<file path="config.mk">
export PLATFORM = sky130hd
export DESIGN_NAME = tft_fillmod
export DESIGN_NICKNAME = d
export VERILOG_FILES = /design/src/rtl/tft_fillmod_pkg.sv /design/src/rtl/tft_fillmod.sv
export SDC_FILE = /design/constraint.sdc
export NUM_CORES = 1
export LEC_CHECK = 0
export CORE_MARGIN = 3
export CORE_UTILIZATION = 36
export DETAILED_ROUTE_END_ITERATION = 12
export GPL_TIMING_DRIVEN = 0
export PLACE_DENSITY = 0.68
export SYNTH_ARGS = -nofsm -noshare
export SYNTH_HDL_FRONTEND = slang
export SYNTH_SLANG_ARGS = --single-unit
</file>
<file path="constraint.sdc">
create_clock -name CLOCK -period 2.3 [get_ports CLOCK]
set_clock_uncertainty 0.15 [all_clocks]
set_input_delay 0.345 -clock CLOCK [delete_from_list [all_inputs] [get_ports CLOCK]]
set_output_delay 0.345 -clock CLOCK [all_outputs]
set_load 0.01 [all_outputs]
</file>
<file path="src/rtl/tft_fillmod_pkg.sv">
// ============================================================================
// tft_fillmod_pkg : call encodings, request bit positions and FSM states
// Rev 1.0
// ============================================================================
`default_nettype none

package tft_fillmod_pkg;

  localparam logic [2:0] CALL_NONE = 3'b000;
  localparam logic [2:0] CALL_INIT = 3'b100;
  localparam logic [2:0] CALL_WIN  = 3'b010;
  localparam logic [2:0] CALL_PIX  = 3'b001;

  localparam int REQ_INIT = 1;
  localparam int REQ_FILL = 0;

  typedef enum logic [2:0] {
    ST_IDLE = 3'd0,
    ST_INIT = 3'd1,
    ST_WIN  = 3'd2,
    ST_PIX  = 3'd3,
    ST_GAP  = 3'd4,
    ST_DONE = 3'd5
  } state_t;

endpackage

`default_nettype wire

</file>
<file path="src/rtl/tft_fillmod.sv">
// ============================================================================
// tft_fillmod : expands init / rectangle-fill requests into base-module calls
// Rev 1.0
// ============================================================================
`default_nettype none

module tft_fillmod
  import tft_fillmod_pkg::*;
#(
  parameter int CW    = 8,
  parameter int PIX_W = 16
) (
  input  logic              CLOCK,
  input  logic              RESET,
  input  logic [1:0]        iCall,
  output logic              oDone,
  input  logic [4*CW-1:0]   iArea,
  input  logic [PIX_W-1:0]  iColor,
  output logic              oBusy,
  output logic [2:0]        oCall,
  input  logic              iDone,
  output logic [4*CW-1:0]   oData
);

  state_t             state_q;
  logic [2:0]         call_q;
  logic [4*CW-1:0]    data_q;
  logic               done_q;
  logic               busy_q;
  logic [4*CW-1:0]    area_q;
  logic [PIX_W-1:0]   color_q;
  logic [CW:0]        x_q;
  logic [CW:0]        y_q;

  logic [CW-1:0] in_x0, in_y0, in_x1, in_y1;
  logic [CW-1:0] x0, x1, y1;
  logic          in_valid;
  logic          last_col;
  logic          last_row;

  assign in_x0    = iArea[4*CW-1:3*CW];
  assign in_y0    = iArea[3*CW-1:2*CW];
  assign in_x1    = iArea[2*CW-1:CW];
  assign in_y1    = iArea[CW-1:0];
  assign in_valid = (in_x1 >= in_x0) && (in_y1 >= in_y0);

  assign x0       = area_q[4*CW-1:3*CW];
  assign x1       = area_q[2*CW-1:CW];
  assign y1       = area_q[CW-1:0];
  assign last_col = (x_q == {1'b0, x1});
  assign last_row = (y_q == {1'b0, y1});

  always_ff @(posedge CLOCK or negedge RESET) begin
    if (!RESET) begin
      state_q <= ST_IDLE;
      call_q  <= CALL_NONE;
      data_q  <= '0;
      done_q  <= 1'b0;
      busy_q  <= 1'b0;
      area_q  <= '0;
      color_q <= '0;
      x_q     <= '0;
      y_q     <= '0;
    end else begin
      case (state_q)
        ST_IDLE: begin
          if ((iCall != 2'b00) && !done_q) begin
            area_q  <= iArea;
            color_q <= iColor;
            x_q     <= {1'b0, in_x0};
            y_q     <= {1'b0, in_y0};
            if (iCall[REQ_INIT]) begin
              state_q <= ST_INIT;
              busy_q  <= 1'b1;
            end else if (iCall[REQ_FILL] && in_valid) begin
              state_q <= ST_WIN;
              busy_q  <= 1'b1;
            end else begin
              // Empty rectangle: finish without touching the base module
              state_q <= ST_DONE;
              done_q  <= 1'b1;
            end
          end
        end

        ST_INIT: begin
          if (call_q == CALL_NONE) begin
            call_q <= CALL_INIT;
            data_q <= '0;
          end else if (iDone) begin
            call_q  <= CALL_NONE;
            state_q <= ST_DONE;
            done_q  <= 1'b1;
            busy_q  <= 1'b0;
          end
        end

        ST_WIN: begin
          if (call_q == CALL_NONE) begin
            call_q <= CALL_WIN;
            data_q <= area_q;
          end else if (iDone) begin
            call_q  <= CALL_NONE;
            state_q <= ST_GAP;
          end
        end

        // One idle cycle, then the next pixel call is launched on exit
        ST_GAP: begin
          call_q  <= CALL_PIX;
          data_q  <= {{(4*CW-PIX_W){1'b0}}, color_q};
          state_q <= ST_PIX;
        end

        ST_PIX: begin
          if ((call_q != CALL_NONE) && iDone) begin
            call_q <= CALL_NONE;
            if (last_col && last_row) begin
              state_q <= ST_DONE;
              done_q  <= 1'b1;
              busy_q  <= 1'b0;
            end else if (last_col) begin
              x_q     <= {1'b0, x0};
              y_q     <= y_q + 1'b1;
              state_q <= ST_GAP;
            end else begin
              x_q     <= x_q + 1'b1;
              state_q <= ST_GAP;
            end
          end
        end

        ST_DONE: begin
          done_q  <= 1'b0;
          state_q <= ST_IDLE;
        end

        default: begin
          state_q <= ST_IDLE;
          call_q  <= CALL_NONE;
          done_q  <= 1'b0;
          busy_q  <= 1'b0;
        end
      endcase
    end
  end

  assign oCall = call_q;
  assign oData = data_q;
  assign oDone = done_q;
  assign oBusy = busy_q;

endmodule

`default_nettype wire

</file>
==> results.md, run 1 <==
* Clock transition at path regs at 0.08 ns
* Worst slew margin at 54.2%
* Max frequency at 420 MHz
* Share of the synthesized area in the top cell type at between 40% and 50%
* Pleak at 3.31 nW
* Library cells used by synthesis at 54
* DRT antenna net count at 0
* Initial antenna violation count at 0
* FF+latch count, synth at 106
* Final Hold Fails at 0
* Setup crit start: x_q[0]$_DFFE_PN0P_
* Avg Cell Area, Syn at 8.96 sq um
* Vias in the first global route at 4,687
* Setup crit start kind: flop
* Reg-to-Reg Start: x_q[0]$_DFFE_PN0P_
* Initial Utilization at a little under two fifths
* Die height at 129 microns
* Max cap viols at 0
* Hpwl dp at 11.7 mm
* Share of cells above drive strength 1 at 15.6%
* Power Total at 8.87 mW
* Nets at 795
* Critical Path AT at around 2.5 ns
* CTS sink count at 106
* Final cycle utilization of the critical path at 104%
* Largest net degree at the start of global routing at 60
* Max H-tree Level at 3
* Overall fraction of global-route tracks in use at 19.2%
* Post-synth EDFFs at 0
* DR iter-0 viols at 303
* Worst Max-Slew Pin Slew at 0.687 ns
* Total CTS buffers at 9
* Crit-path max FO at 7
* Worst hold path class: in -> reg
* Total number of vias at between 4,000 and 5,000
* Sequential fraction of the synthesis area at 49.0%
* I/O pin cnt at 90
* Mapped cell area at between 5000 and 6000 sq um
* Max Root-Sink Buffers at 2
* # DRC at 0
* Worst path most repeated cell: buf_6
* CP required at 2.39 ns
* Slowest CP cell: or4_4
* Clock Tree Root: clkbuf_16
* 1st-pass router iterations at 5
* RSZ-0062 raised after global routing: true
* Critical path capture point type: flop
* Reg2reg end: x_q[2]$_DFFE_PN0P_
* Failing checks: negative setup slack
* Synth area leader: dfrtp_1
* Die ar. at around 17,000 sq um
* Reg2Reg Depth at 8
* Clock insertion delay at the later pin of the skew report at 0.36 ns
* Post-Syn Instances at 604
* Post-synth ARST share at 100%
* Routed wire length at 15.7 mm
* Grt ovf at 0
* Mapped Nets at 675
* Ys Warns at 0
* Layout overhead on the synthesized area at 35.2%
* Via density per instance at 5.24
* Outcome: complete, but fails checks
* CTS tree: built
* Setup WS post-layout at -0.0809 ns
* GP Congestion at approximately 0.91
* End point of the critical path: x_q[2]$_DFFE_PN0P_
* First-pass GRT wire length at approximately 25 mm
* Most used flip-flop cell after synthesis: dfrtp_1
* Max-slew violations at 0
* Buf+Inv Stages, Crit Path at 3
* Hold WS at 0.186 ns
* Synth area leaders: dfrtp_1 49%, nand2_1 13%, o21ai_0 4.8%
* CORE AREA at around 15,000 sq um
* Fin crit period at 2.38 ns
* PD cells at 1210 nW/um^2
* Antenna cell count at 0
* Slack of the worst reg-to-reg path at -0.08 ns
* Std-Cell Rows at between 40 and 50
* Die W at 129 microns
* Cell Chain, Critical Path: buf_6, xnor2_2, nand4_1, or4_4, buf_12, o31ai_4, buf_6, mux2_2
* Final Setup Violations at 15
* IO Port Bufs at 89
* Worst VDD drop at 0.648 mV
* Delay-heaviest family, CP: simple AND/OR/NAND/NOR gates
* CP Class: reg -> reg
* Worst path depth at 8
* CP max stage delay at 0.52 ns
* Wire length per cell at 17.2 microns
-- report_power, final --
| group | internal [mW] | switching [mW] | total, mW |
|---|---|---|---|
| Sequential | 2.62 | 0.761 | 3.38 |
| Combinational | 1.79 | 2.11 | 3.90 |
| Clock | 0.785 | 0.806 | 1.59 |
-- area by class of cell --
cell class                 instances  area, sq um
sequential                       106         2660
fill                            1315         7320
multi-input combinational        442         2760
timing repair buffer             108         1070
tap                              184          230
buffer                            37          225
inverter                          20         75.1
clock buffer                       9          225
clock inverter                     7         83.8
-- stage by stage --
step,setup WS (ns),instance area [sq um],utilization [%],std cells,setup TNS (ns)
4_1_cts,-0.0497,7030,48.0,901,-0.463
3_5_place_dp,-0.621,6560,44.8,878,-22.77
3_3_place_gp,-3.34,6540,44.6,877,-373.29
2_1_floorplan,0.00834,5410,-,604,0
6_report,-0.0809,7320,50.0,913,-0.857
5_1_grt,-0.141,7320,50.0,913,-2.13
-- synthesized netlist by cell type (4+ instances only) --
library cell    n
a21oi_1        19
a221o_1        16
and3_1          4
buf_6           4
clkbuf_1       28
dfrtp_1       106
ha_1           18
inv_1          20
mux2_2          5
mux2i_1         8
nand2_1       187
nand3_1        10
nand4_1         4
nor2_1         35
nor3_1          5
o21a_1          4
o21ai_0        52
xnor2_1        11
xor2_1         12
-- tightest hold or removal path, cell delays in order --
cell            delay, ns
dlymetal6s2s_1       0.15
nand2_1              0.08
a31oi_2              0.09
-- worst min-delay path by stage --
stage | from | to | slack (ns) | cells after the start
2_1_floorplan | RESET | area_q[0]$_DFFE_PN0P_ | -0.10 | 0
3_3_place_gp | color_q[7]$_DFFE_PN0P_ | color_q[7]$_DFFE_PN0P_ | 0.31 | 2
3_5_place_dp | RESET | x_q[2]$_DFFE_PN0P_ | 0.27 | 1
4_1_cts | iArea[2] | area_q[2]$_DFFE_PN0P_ | 0.22 | 3
5_1_grt | iArea[17] | y_q[1]$_DFFE_PN0P_ | 0.20 | 3
6_report | iArea[17] | y_q[1]$_DFFE_PN0P_ | 0.19 | 3
-- logic make-up (layout without fill, tap and decap cells) --
logic type               count (synthesis)  after routing  synth area share [%]
AND/OR/NAND/NOR                        261            261                  19.9
AO/OA/AOI/OAI                          126            127                  15.8
flip-flops                             106            106                  49.0
buffers and inverters                   57            181                  4.88
XOR/XNOR                                23             23                  3.72
adder cells (fa/ha/maj)                 18             18                  4.16
multiplexers                            13             13                  2.52
-- sequential cells by signal, indices dropped and copies added (netlist names) --
name and count:
state_q 3, y_q 9, oBusy 1, oData 32, oCall 3, oDone 1, area_q 32, color_q 16
x_q 9
-- repair_timing --
| item | 4_1_cts | 5_1_grt |
|---|---|---|
| cloned | 1 | 1 |
| setup buffers | 5 | 11 |
| pin swaps | 8 | 15 |
| gates resized for setup | 27 | 71 |
| hold buffers | 1 | 0 |
| endpoints found under the hold margin | 47 | 0 |
| setup endpoints to repair | 99 | 99 |
-- layer usage --
layer | global-route usage (%) | wire, microns | share of wire [%]
met5 | 0 | 0 | 0
met4 | 4.94 | 250 | 1.6
met2 | 31.4 | 7590 | 48
met3 | 4.19 | 752 | 4.8
met1 | 26.1 | 7110 | 45
-- layout by cell type (no fill, tap or decap), types with 4 or more instances in the layout --
cell	netlist	routed
a21oi_1	19	10
a21oi_2	0	9
a221o_1	16	16
and3_1	4	4
buf_4	1	16
buf_6	4	6
clkbuf_1	28	13
clkbuf_16	0	9
clkbuf_2	0	15
clkdlybuf4s50_1	0	82
dfrtp_1	106	102
dfrtp_2	0	4
ha_1	18	17
inv_1	20	19
mux2_2	5	5
mux2i_1	8	8
nand2_1	187	185
nand3_1	10	9
nand4_1	4	4
nor2_1	35	34
o21a_1	4	4
o21ai_0	52	47
xnor2_1	11	10
xor2_1	12	12
Note: power is estimated with default switching activity, not from simulation.
==> run 2, diff against run 1 <==
--- a/config.mk
+++ b/config.mk
@@ -5,11 +5,15 @@
 export SDC_FILE = /design/constraint.sdc
 export NUM_CORES = 1
 export LEC_CHECK = 0
+export CELL_PAD_IN_SITES_DETAIL_PLACEMENT = 1
+export CELL_PAD_IN_SITES_GLOBAL_PLACEMENT = 1
 export CORE_MARGIN = 3
 export CORE_UTILIZATION = 36
 export DETAILED_ROUTE_END_ITERATION = 12
+export GPL_ROUTABILITY_DRIVEN = 0
 export GPL_TIMING_DRIVEN = 0
-export PLACE_DENSITY = 0.68
+export PLACE_DENSITY = 0.83
+export SLEW_MARGIN = 5
 export SYNTH_ARGS = -nofsm -noshare
 export SYNTH_HDL_FRONTEND = slang
 export SYNTH_SLANG_ARGS = --single-unit
==> run 2 against run 1 <==
Against the previous run:
- the run still ends with negative setup slack left
- global-route usage increased by 4.6 points
- via count increased by 9.5%
- combinational power increased by 8.5%
- largest power group unchanged
==> results.md, run 2 (synthesis results as in run 1) <==
* Worst hold path class: in -> reg (unchanged)
* Max-slew violations at 0 (unchanged)
* Wire length per cell at 21.8 microns (was 17.2 microns)
* Die W at 129 microns (unchanged)
* RSZ-0062 raised after global routing: true (unchanged)
* Clock Tree Root: clkbuf_16 (unchanged)
* Max H-tree Level at 3 (unchanged)
* Non-Filler Instances at 912 (was 913)
* Failing checks: negative setup slack (unchanged)
* 1st-pass router iterations at 5 (unchanged)
* Commonest non-fill, non-tap cell in the layout: nand2_1 (unchanged)
* Largest net degree at the start of global routing at 60 (unchanged)
* Filler cell count at 1,662 (was 1,315)
* Layout overhead on the synthesized area at 36.8% (was 35.2%)
* Worst slew margin at 54.4% (was 54.2%)
* Share of cells above drive strength 1 at 16.5% (was 15.6%)
* PD cells at 1270 nW/um^2 (was 1210 nW/um^2)
* Final Hold Fails at 0 (unchanged)
* Multi-input logic area at 2800 sq um (was 2760 sq um)
* CTS sink count at 106 (unchanged)
* Reg-to-Reg Start: area_q[11]$_DFFE_PN0P_ (was x_q[0]$_DFFE_PN0P_)
* Worst Hold Path EP: area_q[27]$_DFFE_PN0P_ (was y_q[1]$_DFFE_PN0P_)
* Final Setup Violations at 14 (was 15)
* Pleak at 3.34 nW (was 3.31 nW)
* Reg2Reg Depth at 7 (was 8)
* Via density per instance at 5.74 (was 5.24)
* Outcome: complete, but fails checks (unchanged)
* Std-Cell Rows at 44 (unchanged)
* Fin crit period at 2.37 ns (was 2.38 ns)
* Routed wire length at 19.9 mm (was 15.7 mm)
* Slack of the worst reg-to-reg path at -0.07 ns (was -0.08 ns)
* Hold path depth at 3 (unchanged)
* Setup crit start kind: flop (unchanged)
* Reg2reg end: state_q[0]$_DFFE_PN0P_ (was x_q[2]$_DFFE_PN0P_)
* Max cap viols at 0 (unchanged)
* CTS tree: built (unchanged)
* Setup WS post-layout at -0.0747 ns (was -0.0809 ns)
* Dpl ws at -0.738 ns (was -0.621 ns)
* Total CTS buffers at 9 (unchanged)
* # DRC at 0 (unchanged)
* Hold_sp: iArea[27] (was iArea[17])
* IO Port Bufs at 89 (unchanged)
* Register Area at 2660 sq um (about the same)
* Critical Path AT at 2.51 ns (was 2.47 ns)
* Critical path capture point type: flop (unchanged)
* CP Class: reg -> reg (unchanged)
* Worst Max-Slew Pin Slew at 0.684 ns (was 0.687 ns)
* Worst VDD drop at 0.516 mV (was 0.648 mV)
* Die height at 129 microns (unchanged)
* Initial antenna violation count at 0 (unchanged)
* I/O pin cnt at 90 (unchanged)
* Slowest CP cell: or4_4 (unchanged)
* Setup crit start: area_q[11]$_DFFE_PN0P_ (was x_q[0]$_DFFE_PN0P_)
* Power Total at 9.43 mW (was 8.87 mW)
* Most frequent cells in the layout: 187 x nand2_1, 98 x dfrtp_1, 78 x clkdlybuf4s50_1 (was 185 x nand2_1, 102 x dfrtp_1, 82 x clkdlybuf4s50_1)
* Crit-path max FO at 6 (was 7)
* Die ar. at 16,500 sq um (unchanged)
* Final Core Density at 50.6% (was 50.0%)
* CP max stage delay at 0.58 ns (was 0.52 ns)
* Clock transition at path regs at 0.07 ns (was 0.08 ns)
* Placed insts at 878 (unchanged)
* Grt ovf at 0 (unchanged)
* Hpwl dp at 13.7 mm (was 11.7 mm)
* Final cycle utilization of the critical path at 103% (was 104%)
* Max Root-Sink Buffers at 2 (unchanged)
* First-pass GRT wire length at 30.6 mm (was 24.9 mm)
* Cell Chain, Critical Path: xnor2_1, nand3_1, or4_4, clkbuf_16, o311ai_4, o211ai_1, a21oi_1 (was buf_6, xnor2_2, nand4_1, or4_4, buf_12, o31ai_4, buf_6, mux2_2)
* Clock insertion delay at the later pin of the skew report at 0.36 ns (about the same)
* Final TNS setup at -0.429 ns (was -0.857 ns)
* Antenna cell count at 0 (unchanged)
* Overall fraction of global-route tracks in use at 23.8% (was 19.2%)
* CP required at 2.43 ns (was 2.39 ns)
* Max frequency at 421 MHz (was 420 MHz)
* CORE AREA at 14,600 sq um (unchanged)
* Nets at 795 (unchanged)
* DR iter-0 viols at 395 (was 303)
* Buf+Inv Stages, Crit Path at 1 (was 3)
* DRT antenna net count at 0 (unchanged)
* Vias in the first global route at 5,515 (was 4,687)
* Initial Utilization at 37.0% (unchanged)
* Delay-heaviest family, CP: simple AND/OR/NAND/NOR gates (unchanged)
* Total number of vias at 5,232 (was 4,780)
-- run 2: cell type report --
cell class / count / area share [%]
clock buffers: 12 / 3.60
well taps: 184 / 3.11
repair buffers: 113 / 15.3
clock inverters: 3 / 0.642
inverters: 20 / 1.01
flip-flops and latches: 106 / 35.9
multi-input cells: 442 / 37.8
plain buffers: 32 / 2.55
-- run 2: per-layer routing --
layer  vias to the layer above  part of all wire (%)  global-route usage (%)
met5                         -                     0                       0
met4                         0                   3.7                    11.4
met3                        51                   4.0                    2.99
met2                       172                    50                    40.3
met1                      2697                    42                    30.4
li1                       2312                     -                       -
-- run 2: what timing repair did --
item	in CTS	in global routing
hold buffers	1	0
hold endpoints to repair	47	0
gates resized for setup	56	44
cloned	3	0
setup buffers	11	11
setup endpoints to repair	99	94
pin swaps	12	15
-- run 2: stage by stage --
step / hold WS [ns] / area, sq um
after detailed placement: 0.261 / 6560
after floorplan: -0.101 / 5410
final: 0.203 / 7410
after global routing: 0.222 / 7410
after global placement: 0.311 / 6540
after CTS: 0.272 / 7240
-- run 2: worst max-delay path by stage --
stage / to / slack, ns / depth (start not counted)
floorplan: x_q[2]$_DFFE_PN0P_ / 0.008 / 7
global placement: oBusy$_DFFE_PN0P_ / -3.13 / 1
detailed placement: state_q[1]$_DFFE_PN0P_ / -0.74 / 8
CTS: x_q[6]$_DFFE_PN0P_ / -0.07 / 8
global route: state_q[0]$_DFFE_PN0P_ / -0.10 / 7
finish: state_q[0]$_DFFE_PN0P_ / -0.07 / 7
-- run 2: tightest hold or removal path: cells and delay by family --
kind	cells	cell delay [ns]
AOI/OAI and AO/OA	1	0.09
buffers and inverters	2	0.23
-- run 2: report_power, final --
part | leakage (nW) | switching (mW) | total (mW) | internal, mW
registers | 1.33 | 0.920 | 3.55 | 2.63
logic | 1.85 | 2.35 | 4.23 | 1.88
clock network | 0.155 | 0.712 | 1.64 | 0.932
total | 3.34 | 3.98 | 9.43 | 5.45
==> variant 1: new RTL, config.mk and constraints of run 2 <==
Change the parameter `CW` from 8 to 12.
--- a/src/rtl/tft_fillmod.sv
+++ b/src/rtl/tft_fillmod.sv
@@ -7,7 +7,7 @@
 module tft_fillmod
   import tft_fillmod_pkg::*;
 #(
-  parameter int CW    = 8,
+  parameter int CW    = 12,
   parameter int PIX_W = 16
 ) (
   input  logic              CLOCK,
Ports: changed (resized iArea and oData); port bits go from 90 to 122. No check against the original RTL was run, so the function may have changed too.
==> variant 1 against run 2 <==
The run still ends with setup timing left. Sequential share of layout area up 0.49 points. Largest cell class unchanged. Area after synthesis grew 39%. Non-clock buffer count up 41. Via count increased by 36%. Routed wire length increased by 36%. Cell area rose by 36%. Power grew 41%. Synthesized cell count grew 42%. Die area increased by 37%. Sequential cell count rose by 40. Setup slack improved by 0.018 ns. Final cell count increased by 42%. Count of clock-buffer cells in the layout rose by 10.
==> variant 1: results (changes against run 2) <==
outcome:
  result_of_the_run: "finished, violations left"
  violations: "setup timing"
finish:
  multi_input_area_um2: 3740  # +33%
  fillerInstances: 2357  # +42%
  clkbuf_count: 22  # +10
  finalInstanceArea_um2: 10000  # +36%
  number_of_flip_flops_and_latches: 146  # +38%
  num-multi-input-gates: 630  # +43%
setup_path:
  top_delay_family_on_crit_path: "compound AO/OA/AOI/OAI gates"
  reg2reg_slack_ns: -0.06  # +0.02 ns
  crit-reg2reg-launch: "state_q[2]$_DFFE_PN0P_"
global_routing:
  via_count_of_the_first_global_routing_pass: 7490  # +36%
  grt_first_pass_wirelength_um: 41700  # +36%
route:
  final_wirelength_um: 27000  # +36%
timing:
  hold-worst-slack_ns: 0.0498  # -0.153 ns
  layout_setup_ws_ns: -0.0566  # +0.0181 ns
  setup_violations: 10  # -4
placement:
  postPlaceCellArea_um2: 9090  # +39%
  dp.final_hpwl_um: 18800  # +37%
logic_synthesis:
  synth_compound_gate_area_share: 0.130  # -0.0281
  part_of_the_yosys_area_used_for_sequential_elements: 0.487  # -0.00312
  synth_fa_ha_area_frac: 0.0433  # +0.00175
hold_path:
  min_delay_worst_endpoint: "area_q[4]$_DFFE_PN0P_"
pwr:
  pwr.group.combinational_mw: 5.84  # +38%
  switchingPower_mw: 5.71  # +43%
  power.leakage_nw: 4.83  # +45%
  power_report.internal_total_mw: 7.61  # +40%
cts:
  cts-buffers-inserted: 17  # +8
  buffers_inserted_during_post_cts_setup_optimization: 4  # -7
  cts.htree.levels: 4  # +1
==> variant 1: changes by cell type in the layout (fill, tap and decap cells not counted), moves of 9 or more <==
| cell | delta |
|---|---|
| nand2_1 | +59 |
| dfrtp_1 | +42 |
| nand3_1 | +41 |
| nor2_1 | +19 |
| a221oi_1 | +17 |
| a221o_1 | -16 |
| clkdlybuf4s50_1 | +14 |
| xor2_1 | +12 |
| buf_2 | +11 |
| dlygate4sd2_1 | +9 |
==> variant 1: per-layer routing <==
metal  vias to the layer above  share of wire
met4                         0          0.029
met1                      3557           0.43
met5                         -              0
met3                        56          0.055
met2                       274           0.49
li1                       3236              -
==> variant 1: logic make-up (layout without fill, tap and decap cells) <==
logic type,Yosys count,count (layout)
buffers and inverters,79,246
muxes,13,13
xor gates and xnor gates,28,28
AOI/OAI and AO/OA,150,150
DFF,146,146
and+or+nand+nor,413,413
adders and majority gates,26,26
==> variant 2: new RTL, settings of run 2 <==
Made on the original files. Re-encode `state_t` (6 states) as one-hot, 6 bits wide.
--- a/src/rtl/tft_fillmod_pkg.sv
+++ b/src/rtl/tft_fillmod_pkg.sv
@@ -14,13 +14,13 @@
   localparam int REQ_INIT = 1;
   localparam int REQ_FILL = 0;
 
-  typedef enum logic [2:0] {
-    ST_IDLE = 3'd0,
-    ST_INIT = 3'd1,
-    ST_WIN  = 3'd2,
-    ST_PIX  = 3'd3,
-    ST_GAP  = 3'd4,
-    ST_DONE = 3'd5
+  typedef enum logic [5:0] {
+    ST_IDLE = 6'b000001,
+    ST_INIT = 6'b000010,
+    ST_WIN  = 6'b000100,
+    ST_PIX  = 6'b001000,
+    ST_GAP  = 6'b010000,
+    ST_DONE = 6'b100000
   } state_t;
 
 endpackage
Check against the original RTL: no difference found for any inputs over 10 cycles, from zero or initial values and one cycle with RESET low; not proved beyond that.
==> variant 2 against run 2 <==
The flow still finishes with violations (setup timing). Routed wire length is 6.0% higher. Power is 0.33% lower. Count of clock-buffer cells in the layout is 3 lower. Sequential cell count is 3 higher. Cell area is 3.9% higher. Area after synthesis is 2.8% higher. Setup slack worse by 0.33 ns. Combinational power is 4% higher.
==> variant 2: results (changes against run 2) <==
outcome:
  result_of_the_run: "finished, violations left"
  violations: "setup timing"
finish:
  sequential_cell_area_um2: 2740  # +3.0%
  buf_share: 0.190  # +0.0115
  final_layout_size_suffix_gt1_frac: 0.199  # +0.0344
  insertedDiodeCount: 0  # unchanged
  clkbuf_count: 9  # -3
  number_of_nets_in_the_layout: 829  # +4.3%
  num-multi-input-gates: 451  # +2.0%
  fillerInstances: 1665  # +0.18%
  clk_share: 0.0367  # -0.00566
  final.signal_inverter_count: 27  # +35%
  num-nonclk-buffers: 160  # +10%
  multi_input_area_um2: 2880  # +2.7%
placement:
  dp.final_hpwl_um: 13800  # +0.40%
  place_ws_ns: -0.678  # +0.0599 ns
route:
  met1_routed_wirelength_after_detailed_routing_um: 8400  # -0.21%
  dr_wl_cell_um: 22.3  # +2.1%
  met3_wirelength_um: 1320  # +65%
  remaining_drc_errors: 0  # unchanged
  drt-vias-per-instance: 5.74  # about the same
  drt-pass1-iter-count: 6  # +1
  drtIter0Drc: 411  # +4.1%
  routed-wl-met2_um: 10500  # +5.2%
timing:
  totalNegativeSetupSlack_ns: -3.08  # -2.65 ns
  layout_setup_ws_ns: -0.404  # -0.329 ns
  tightestPinTransition_ns: 0.667  # -0.0174 ns
  hold-worst-slack_ns: 0.196  # -0.00678 ns
  setup_violations: 23  # +9
  maxSlewViolCount: 0  # unchanged
hold_path:
  min_delay_worst_endpoint: "area_q[1]$_DFFE_PN0P_"
  worst_hold_startpoint: "iArea[1]"
  min-delay-path-class: "in2reg"
global_routing:
  gr-usage-met3: 0.0532  # +0.0233
  groute.layer.met2.usage: 0.402  # -0.000766
  grt_first_pass_wirelength_um: 30400  # -0.41%
  antenna_found_initial: 0  # unchanged
  grt_total_usage: 0.234  # -0.00463
  grtUsageMet1: 0.285  # -0.0194
  maximum_number_of_pins_on_one_net_before_global_route_repair: 72  # +20%
  via_count_of_the_first_global_routing_pass: 5691  # +3.2%
pwr:
  power.leakage_nw: 3.59  # +7.6%
  peakVddDrop_mv: 0.496  # -3.9%
logic_synthesis:
  synthDistinctLibCells: 63  # +17%
  synthTopCellsByCount: "nand2_1 (167), dfrtp_1 (108), nor2_1 (48)"
  part_of_the_yosys_area_used_for_sequential_elements: 0.490  # +0.000496
  mappedNetlistNets: 694  # +2.8%
  ys_seq_elements: 109  # +2.8%
  synth.area.top_cells: "dfrtp_1 (49%), nand2_1 (11%), ha_1 (4.0%)"
cts:
  buffers_inserted_during_post_cts_setup_optimization: 19  # +8
  ctsResizeCount: 58  # +3.6%
  ctsLongestPathBuffers: 2  # unchanged
setup_path:
  setup.worst_path.start: "x_q[7]$_DFFE_PN0P_"
  worstReg2RegEnd: "y_q[3]$_DFFE_PN0P_"
  crit_slowest_cell: "nor4_2"
  timing.critical_path.arrival_ns: 2.83  # +0.32 ns
  cp_max_fo: 8  # +2
  timing.critical_path.to_type: "flip-flop"
  timing.critical_path.slowest_cell_delay_ns: 0.51  # -0.07 ns
  reg2regPathDepth: 9  # +2
==> variant 2: cell types whose count changed in the layout (fill, tap and decap cells not counted), moves of 10 or more <==
cell | run 2 | this run
inv_1 | 16 | 27
nor3_1 | 3 | 13
buf_4 | 19 | 40
a221o_1 | 16 | 2
nor2_1 | 34 | 46
o21ai_0 | 45 | 24
a21oi_1 | 13 | 3
clkbuf_1 | 14 | 4
nand2_1 | 187 | 165
nand3_1 | 9 | 26
==> variant 2: through the flow <==
stage	cells	power, mW	cell area (um2)
finish	947	9.40	7700
global route	947	9.97	7700
detailed placement	897	6.93	6710
floorplan	623	5.46	5560
CTS	929	8.81	7350
global placement	896	6.64	6690
==> variant 2: report_power, final <==
group	leakage (nW)	internal [mW]	switching, mW
registers	1.35	2.70	0.761
clock network	0.140	0.753	0.782
logic	2.10	1.88	2.52
==> variant 2: logic make-up after synthesis <==
logic type | synth area share
xor+xnor | 0.0394
buf+inv | 0.0497
fa+ha+maj | 0.0405
simple gates | 0.236
mux | 0.00360
compound gates | 0.140
flops | 0.490
